$ cat src/rtl/axi_slave_w_ctrl_if.sv
// Bus bundle for the W-channel controller: W beats, AW FIFO head/pop,
// memory write port and B FIFO push.
interface axi_slave_w_ctrl_if #(
  parameter int ADDR_WIDTH = 16,
  parameter int DATA_WIDTH = 128,
  parameter int ID_WIDTH   = 4,
  parameter int LEN_WIDTH  = 8
);
  localparam int BYTES = DATA_WIDTH / 8;

  logic                  wvalid_i;
  logic [ID_WIDTH-1:0]   wid_i;
  logic [BYTES-1:0]      wstrb_i;
  logic                  wlast_i;
  logic                  wready_o;

  logic                  empty_i;
  logic                  rden_o;
  logic [ADDR_WIDTH-1:0] awaddr_i;
  logic [ID_WIDTH-1:0]   awid_i;
  logic [LEN_WIDTH-1:0]  awlen_i;
  logic [2:0]            awsize_i;
  logic [1:0]            awburst_i;

  logic                  mem_wren_o;
  logic [ADDR_WIDTH-1:0] mem_waddr_o;
  logic [BYTES-1:0]      mem_wstrb_o;

  logic                  full_i;
  logic                  wren_o;
  logic [ID_WIDTH-1:0]   bid_o;
  logic [1:0]            bresp_o;

  modport slave (
    input  wvalid_i, wid_i, wstrb_i, wlast_i,
    output wready_o,
    input  empty_i, awaddr_i, awid_i, awlen_i, awsize_i, awburst_i,
    output rden_o,
    output mem_wren_o, mem_waddr_o, mem_wstrb_o,
    input  full_i,
    output wren_o, bid_o, bresp_o
  );

  modport master (
    output wvalid_i, wid_i, wstrb_i, wlast_i,
    input  wready_o,
    output empty_i, awaddr_i, awid_i, awlen_i, awsize_i, awburst_i,
    input  rden_o,
    input  mem_wren_o, mem_waddr_o, mem_wstrb_o,
    output full_i,
    input  wren_o, bid_o, bresp_o
  );
endinterface

$ cat src/rtl/axi_slave_w_ctrl.sv
// AXI write-data channel controller: pops one AW descriptor, accepts its W
// beats with per-beat memory address/strobe, then pushes ID+BRESP to the B FIFO.
//
// state   | meaning
// S_IDLE  | waiting for an AW descriptor; pops and latches it
// S_BURST | accepting W beats, one per cycle when wvalid_i
// S_RESP  | pushing the B response, stalled while the B FIFO is full
module axi_slave_w_ctrl #(
  parameter int ADDR_WIDTH = 16,
  parameter int DATA_WIDTH = 128,
  parameter int ID_WIDTH   = 4,
  parameter int LEN_WIDTH  = 8
) (
  input logic              clk,
  input logic              rst_n,
  axi_slave_w_ctrl_if.slave bus
);
  localparam int         BYTES    = DATA_WIDTH / 8;
  localparam logic [2:0] SIZE_MAX = 3'($clog2(BYTES));

  typedef enum logic [1:0] {S_IDLE, S_BURST, S_RESP} state_t;

  state_t                r_state;
  logic [ADDR_WIDTH-1:0] r_addr;
  logic [ID_WIDTH-1:0]   r_id;
  logic [LEN_WIDTH-1:0]  r_len;
  logic [LEN_WIDTH-1:0]  r_cnt;
  logic [2:0]            r_size;
  logic [1:0]            r_burst;
  logic                  r_err;

  logic                  w_accept;
  logic                  w_last_beat;
  logic                  w_cfg_err;
  logic                  w_beat_err;
  logic [ADDR_WIDTH-1:0] w_step;
  logic [ADDR_WIDTH-1:0] w_wrap_mask;
  logic [ADDR_WIDTH-1:0] w_incr_addr;
  logic [ADDR_WIDTH-1:0] w_next_addr;

  function automatic logic f_wrap_len_ok(input logic [LEN_WIDTH-1:0] len);
    return (len == LEN_WIDTH'(1)) || (len == LEN_WIDTH'(3)) ||
           (len == LEN_WIDTH'(7)) || (len == LEN_WIDTH'(15));
  endfunction

  assign w_accept    = (r_state == S_BURST) && bus.wvalid_i;
  assign w_last_beat = (r_cnt == r_len);

  // Configuration errors are known at pop time, so they seed the sticky flag.
  assign w_cfg_err = (bus.awsize_i > SIZE_MAX) || (bus.awburst_i == 2'b11) ||
                     ((bus.awburst_i == 2'b10) && !f_wrap_len_ok(bus.awlen_i));
  assign w_beat_err = (bus.wlast_i != w_last_beat) || (bus.wid_i != r_id);

  assign w_step      = ADDR_WIDTH'(1) << r_size;
  assign w_wrap_mask = ((ADDR_WIDTH'(r_len) + ADDR_WIDTH'(1)) << r_size) - ADDR_WIDTH'(1);
  assign w_incr_addr = (r_addr & ~(w_step - ADDR_WIDTH'(1))) + w_step;

  always_comb begin
    w_next_addr = w_incr_addr;
    unique case (r_burst)
      2'b00:   w_next_addr = r_addr;
      2'b10:   if (f_wrap_len_ok(r_len))
                 w_next_addr = (r_addr & ~w_wrap_mask) | ((r_addr + w_step) & w_wrap_mask);
      default: w_next_addr = w_incr_addr;
    endcase
  end

  always_ff @(posedge clk or negedge rst_n) begin
    if (!rst_n) begin
      r_state <= S_IDLE;
      r_addr  <= '0;
      r_id    <= '0;
      r_len   <= '0;
      r_cnt   <= '0;
      r_size  <= '0;
      r_burst <= '0;
      r_err   <= 1'b0;
    end else begin
      unique case (r_state)
        S_IDLE: begin
          if (!bus.empty_i) begin
            r_addr  <= bus.awaddr_i;
            r_id    <= bus.awid_i;
            r_len   <= bus.awlen_i;
            r_size  <= bus.awsize_i;
            r_burst <= bus.awburst_i;
            r_cnt   <= '0;
            r_err   <= w_cfg_err;
            r_state <= S_BURST;
          end
        end
        S_BURST: begin
          if (w_accept) begin
            r_addr <= w_next_addr;
            r_cnt  <= r_cnt + LEN_WIDTH'(1);
            r_err  <= r_err | w_beat_err;
            if (w_last_beat) r_state <= S_RESP;
          end
        end
        S_RESP: begin
          if (!bus.full_i) r_state <= S_IDLE;
        end
        default: r_state <= S_IDLE;
      endcase
    end
  end

  assign bus.rden_o      = (r_state == S_IDLE) && !bus.empty_i;
  assign bus.wready_o    = (r_state == S_BURST);
  assign bus.mem_wren_o  = w_accept;
  assign bus.mem_waddr_o = r_addr;
  assign bus.mem_wstrb_o = w_accept ? bus.wstrb_i : '0;
  assign bus.wren_o      = (r_state == S_RESP) && !bus.full_i;
  assign bus.bid_o       = r_id;
  assign bus.bresp_o     = r_err ? 2'b10 : 2'b00;

endmodule

$ cat src/flat_wrapper.sv
// flat-port wrapper written by rule: the top's interface ports become plain ports
module axi_slave_w_ctrl_flat 
#(
  parameter int ADDR_WIDTH = 16,
  parameter int DATA_WIDTH = 128,
  parameter int ID_WIDTH   = 4,
  parameter int LEN_WIDTH  = 8
)
  (clk, rst_n, bus_wvalid_i, bus_wid_i, bus_wstrb_i, bus_wlast_i, bus_wready_o, bus_empty_i, bus_awaddr_i, bus_awid_i, bus_awlen_i, bus_awsize_i, bus_awburst_i, bus_rden_o, bus_mem_wren_o, bus_mem_waddr_o, bus_mem_wstrb_o, bus_full_i, bus_wren_o, bus_bid_o, bus_bresp_o);
  axi_slave_w_ctrl_if #(.ADDR_WIDTH(ADDR_WIDTH), .DATA_WIDTH(DATA_WIDTH), .ID_WIDTH(ID_WIDTH), .LEN_WIDTH(LEN_WIDTH)) bus_i ();
  input logic clk;
  input logic rst_n;
  input wire logic [$bits(bus_i.wvalid_i)-1:0] bus_wvalid_i;
  input wire logic [$bits(bus_i.wid_i)-1:0] bus_wid_i;
  input wire logic [$bits(bus_i.wstrb_i)-1:0] bus_wstrb_i;
  input wire logic [$bits(bus_i.wlast_i)-1:0] bus_wlast_i;
  output wire logic [$bits(bus_i.wready_o)-1:0] bus_wready_o;
  input wire logic [$bits(bus_i.empty_i)-1:0] bus_empty_i;
  input wire logic [$bits(bus_i.awaddr_i)-1:0] bus_awaddr_i;
  input wire logic [$bits(bus_i.awid_i)-1:0] bus_awid_i;
  input wire logic [$bits(bus_i.awlen_i)-1:0] bus_awlen_i;
  input wire logic [$bits(bus_i.awsize_i)-1:0] bus_awsize_i;
  input wire logic [$bits(bus_i.awburst_i)-1:0] bus_awburst_i;
  output wire logic [$bits(bus_i.rden_o)-1:0] bus_rden_o;
  output wire logic [$bits(bus_i.mem_wren_o)-1:0] bus_mem_wren_o;
  output wire logic [$bits(bus_i.mem_waddr_o)-1:0] bus_mem_waddr_o;
  output wire logic [$bits(bus_i.mem_wstrb_o)-1:0] bus_mem_wstrb_o;
  input wire logic [$bits(bus_i.full_i)-1:0] bus_full_i;
  output wire logic [$bits(bus_i.wren_o)-1:0] bus_wren_o;
  output wire logic [$bits(bus_i.bid_o)-1:0] bus_bid_o;
  output wire logic [$bits(bus_i.bresp_o)-1:0] bus_bresp_o;
  assign bus_i.wvalid_i = bus_wvalid_i;
  assign bus_i.wid_i = bus_wid_i;
  assign bus_i.wstrb_i = bus_wstrb_i;
  assign bus_i.wlast_i = bus_wlast_i;
  assign bus_wready_o = bus_i.wready_o;
  assign bus_i.empty_i = bus_empty_i;
  assign bus_i.awaddr_i = bus_awaddr_i;
  assign bus_i.awid_i = bus_awid_i;
  assign bus_i.awlen_i = bus_awlen_i;
  assign bus_i.awsize_i = bus_awsize_i;
  assign bus_i.awburst_i = bus_awburst_i;
  assign bus_rden_o = bus_i.rden_o;
  assign bus_mem_wren_o = bus_i.mem_wren_o;
  assign bus_mem_waddr_o = bus_i.mem_waddr_o;
  assign bus_mem_wstrb_o = bus_i.mem_wstrb_o;
  assign bus_i.full_i = bus_full_i;
  assign bus_wren_o = bus_i.wren_o;
  assign bus_bid_o = bus_i.bid_o;
  assign bus_bresp_o = bus_i.bresp_o;
  axi_slave_w_ctrl #(.ADDR_WIDTH(ADDR_WIDTH), .DATA_WIDTH(DATA_WIDTH), .ID_WIDTH(ID_WIDTH), .LEN_WIDTH(LEN_WIDTH)) u_core (.clk(clk), .rst_n(rst_n), .bus(bus_i));
endmodule
$ cat config.mk
export PLATFORM = sky130hd
export DESIGN_NAME = axi_slave_w_ctrl_flat
export DESIGN_NICKNAME = d
export VERILOG_FILES = /design/src/rtl/axi_slave_w_ctrl_if.sv /design/src/rtl/axi_slave_w_ctrl.sv /design/src/flat_wrapper.sv
export SDC_FILE = /design/constraint.sdc
export NUM_CORES = 1
export LEC_CHECK = 0
export BUFFER_PORTS_ARGS = -buffer_cell sky130_fd_sc_hd__buf_4
export CAP_MARGIN = 10
export CORE_MARGIN = 2
export CORE_UTILIZATION = 45
export CTS_CLUSTER_DIAMETER = 100
export DETAILED_ROUTE_END_ITERATION = 8
export HOLD_SLACK_MARGIN = 0.03
export PLACE_DENSITY = 0.75
export REMOVE_ABC_BUFFERS = 1
export SLEW_MARGIN = 20
export SYNTH_ARGS = -nofsm -noshare
export SYNTH_HDL_FRONTEND = slang
export SYNTH_SLANG_ARGS = --single-unit
export TNS_END_PERCENT = 30
$ cat constraint.sdc
create_clock -name clk -period 3.4 [get_ports clk]
set_input_delay 0.68 -clock clk [delete_from_list [all_inputs] [get_ports clk]]
set_output_delay 0.68 -clock clk [all_outputs]
set_load 0.005 [all_outputs]
==> run_results.csv <==
group,metric,value,unit
detailed_routing,first_pass_iters,6,
placed_design,globalplace.congestion,1.00,
worst_setup_path,worst_setup_path_start_kind,"flip-flop",
timing,timing.clock.skew,23.4,ps
placed_design,placed_cell_area,0.00579,mm2
die,die_h,108,um
worst_setup_path,cp_data_required_time,3670,ps
timing,maxSlewViolCount,0,
timing,tightestPinTransition,619,ps
grt,grt-ovfl-total,0,
synthesis,synthesis.yosys.warnings,0,
detailed_routing,final_antenna_net_count,0,
synthesis,post-synth-top-area-cell,"sky130_fd_sc_hd__dfrtp_1",
worst_setup_path,crit_arrival,3470,ps
timing,setup_viol,0,
detailed_routing,post_drt_wl_per_cell,17.9,um
timing,final_period_minus_worst_setup_slack,3200,ps
layout,layout-area-overhead-vs-synth,22.2,%
grt,first_pass_grt_wire_length,24.7,mm
clock_tree,number_of_buffers_inserted_for_hold_repair_after_clock_tree_synthesis,0,
layout,layout.filler_cells,980,
die,coreArea,0.0104,mm2
die,initial_utilization,46.7,%
synthesis,ys_seq_elements,44,
pwr,max-vdd-ir-drop,0.671,mV
layout,design_area,0.00595,mm2
synthesis,syn_area_per_cell,7.77,um2
worst_setup_path,timing.critical_path.fanout_max,26,
synthesis,async_flop_share,100,%
run,drv.max_cap_violation_count,0,
worst_setup_path,timing.setup.critical_path_class,"flip-flop to flip-flop",
worst_setup_path,crit-reg2reg-launch,"u_core.r_size[2]",
timing,max_freq,313,MHz
clock_tree,cts-htree-levels,2,
timing,unrepaired_setup_endpoints_after_global_routing,"false",
die,floorplan.rows,37,
die,dieWidth,108,um
detailed_routing,drt-initial-drc-count,281,
die,ios,101,
layout,antenna_cells_inserted,0,
worst_setup_path,crit_start,"u_core.r_size[2]",
synthesis,yosysTopAreaCellShare,22.6,%
min_path,hold_path_class,"primary input to asynchronous set/reset pin",
detailed_routing,drt-vias-per-instance,6.07,
pwr,static-leakage-power,2.64,nW
synthesis,post-synth-top-count-cell,"sky130_fd_sc_hd__nand2_1",
detailed_routing,drc_errors,0,
die,die_area,0.0117,mm2
pwr,power.share.clock,6.9,%
pwr,power_switching_share,51.3,%
placed_design,io_buffer_count,99,
clock_tree,clk_pin_slew_worst_paths,110,ps
synthesis,synthCells,626,
pwr,p_sw,2.83,mW
synthesis,most_used_dff_post_synth,"sky130_fd_sc_hd__dfrtp_1",
synthesis,ys_top_cells_by_area,"sky130_fd_sc_hd__dfrtp_1 (23%), sky130_fd_sc_hd__xnor2_1 (6.7%), sky130_fd_sc_hd__nand2_1 (4.9%)",
placed_design,dp_hpwl,11.7,mm
pwr,internal_power,2.68,mW
pwr,total_power,5.51,mW
layout,final_layout_size_suffix_gt1_share,25.4,%
grt,antenna_found_initial,0,
detailed_routing,total_vias_in_the_final_route,5195,
pwr,power_density,926,mW/mm2
clock_tree,worst_skew_pair.late_latency,330,ps
grt,grt_pass1_vias,5077,
synthesis,synth_enable_flop_cells,0,
detailed_routing,drt_total_wl,15.3,mm
timing,worst_slew_margin_rel,58.1,%
clock_tree,root_buffer,"sky130_fd_sc_hd__clkbuf_8",
status,result_of_the_run,"finished clean",
pwr,p_seq_share,20.7,%
clock_tree,ctsLongestPathBuffers,2,
timing,period_share,94.1,%
synthesis,top_cells_by_count_synth,"sky130_fd_sc_hd__nand2_1 (64), sky130_fd_sc_hd__nor2_1 (54), sky130_fd_sc_hd__o21ai_0 (46), sky130_fd_sc_hd__dfrtp_1 (44), sky130_fd_sc_hd__xnor2_1 (37)",
synthesis,synthDistinctLibCells,77,
grt,grt_util_all_layers,26.5,%
grt,grt_max_degree,45,
clock_tree,cts_buffers,5,
layout,finish.net_count,795,
clock_tree,clkSinkCount,44,
worst_setup_path,cp-end-kind,"flip-flop",
pwr,logic_pwr_share,72.4,%
clock_tree,tritoncts,"done",
synthesis,syn-cell-area,0.00487,mm2
timing,hold_viol_final,0,
synthesis,yosysSeqAreaShare,22.6,%
## routing by layer
layer,GRT usage (%),vias to the layer above,share of wire [%]
met5,0,-,0
li1,-,2479,-
met1,34.0,2509,42
met4,8.06,0,2.1
met2,45.8,175,50
met3,4.04,32,5.7
## cells by family (layout without fill, tap and decap cells)
logic type / count (synthesis) / after routing / synth area share (%)
fa+ha+maj: 18 / 18 / 4.73
simple gates: 261 / 261 / 29.1
other cells: 1 / 1 / 0.0771
buf+inv: 64 / 158 / 6.22
flops: 44 / 44 / 22.6
compound gates: 165 / 165 / 23.3
mux: 18 / 18 / 4.01
xor+xnor: 55 / 55 / 9.90
## per-stage QoR
step	TNS, ps	setup slack [ps]	utilization, %	instances	hold WS (ps)
after floorplan	-286	-137	-	583	384
after global placement	0	188	55.5	847	506
after detailed placement	-12.4	-12.4	55.5	847	520
after CTS	0	16.6	56.5	855	373
after global routing	0	22.2	57.1	856	391
final	0	201	57.1	856	342
## cells in the final DEF, fill, tap and decap left out, types with 4 or more instances in the layout
cell type	n
sky130_fd_sc_hd__a211oi_1	8
sky130_fd_sc_hd__a21o_1	4
sky130_fd_sc_hd__a21oi_1	24
sky130_fd_sc_hd__a221o_1	4
sky130_fd_sc_hd__a31oi_1	13
sky130_fd_sc_hd__and2_1	9
sky130_fd_sc_hd__and3_1	24
sky130_fd_sc_hd__and3b_1	6
sky130_fd_sc_hd__and4b_1	4
sky130_fd_sc_hd__buf_4	128
sky130_fd_sc_hd__clkbuf_8	6
sky130_fd_sc_hd__dfrtp_1	41
sky130_fd_sc_hd__ha_1	15
sky130_fd_sc_hd__inv_1	18
sky130_fd_sc_hd__mux2_2	12
sky130_fd_sc_hd__mux2i_1	6
sky130_fd_sc_hd__nand2_1	64
sky130_fd_sc_hd__nand2b_1	5
sky130_fd_sc_hd__nand3_1	21
sky130_fd_sc_hd__nand3b_1	5
sky130_fd_sc_hd__nand4_1	14
sky130_fd_sc_hd__nor2_1	50
sky130_fd_sc_hd__nor3_1	15
sky130_fd_sc_hd__nor3b_1	5
sky130_fd_sc_hd__nor4_1	5
sky130_fd_sc_hd__o211a_1	4
sky130_fd_sc_hd__o211ai_1	6
sky130_fd_sc_hd__o21a_1	6
sky130_fd_sc_hd__o21ai_0	44
sky130_fd_sc_hd__o21bai_1	4
sky130_fd_sc_hd__o22ai_1	5
sky130_fd_sc_hd__o31ai_1	6
sky130_fd_sc_hd__or2_2	6
sky130_fd_sc_hd__or3_1	4
sky130_fd_sc_hd__xnor2_1	37
sky130_fd_sc_hd__xor2_1	18
## path summary, 6_finish.rpt
kind	endpoint	slack, ps	cells after the start
max	flip-flop	200	14
min	asynchronous set/reset pin	340	1
max reg2reg	flip-flop	200	14
min reg2reg	u_core.r_burst[1]	550	1
min in group clk	u_core.r_burst[1]	550	1
max in group asynchronous	u_core.r_len[3]	2580	1
## power groups by stage
| stage | Clock (mW) | Sequential [mW] | Combinational, mW |
|---|---|---|---|
| after global routing | 0.411 | 1.19 | 4.38 |
| after floorplan | 0 | 1.14 | 2.48 |
| final | 0.382 | 1.14 | 3.99 |
| after detailed placement | 0 | 1.13 | 3.84 |
| after global placement | 0 | 1.11 | 3.75 |
| after CTS | 0.390 | 1.12 | 3.87 |
## worst max-delay path, cell delays in order, from the launching register on
cell	delay (ps)
sky130_fd_sc_hd__dfrtp_2	450
sky130_fd_sc_hd__buf_12	180
sky130_fd_sc_hd__inv_1	70
sky130_fd_sc_hd__nor2_2	210
sky130_fd_sc_hd__nand2_1	120
sky130_fd_sc_hd__ha_1	300
sky130_fd_sc_hd__and2_1	140
sky130_fd_sc_hd__ha_1	220
sky130_fd_sc_hd__or2_2	300
sky130_fd_sc_hd__o22a_1	210
sky130_fd_sc_hd__nand4_1	130
sky130_fd_sc_hd__xor2_1	200
sky130_fd_sc_hd__nor2_1	60
sky130_fd_sc_hd__o41ai_1	340
sky130_fd_sc_hd__mux2_2	210
## timing repair
item | CTS | global route
pin swaps | 0 | 2
gates resized for setup | 1 | 17
buffers inserted | 0 | 1
setup endpoints to repair | 1 | 10
## final cells by class
type	count	area [um2]	area share, %
Timing Repair Buffer	129	981	16.5
Clock inverter	2	15.0	0.252
Clock buffer	6	82.6	1.39
Inverter	21	78.8	1.33
Multi-Input combinational cell	518	3510	59.1
Tap cell	136	170	2.86
Sequential cell	44	1100	18.6
Note: power is estimated with default switching activity, not from simulation.
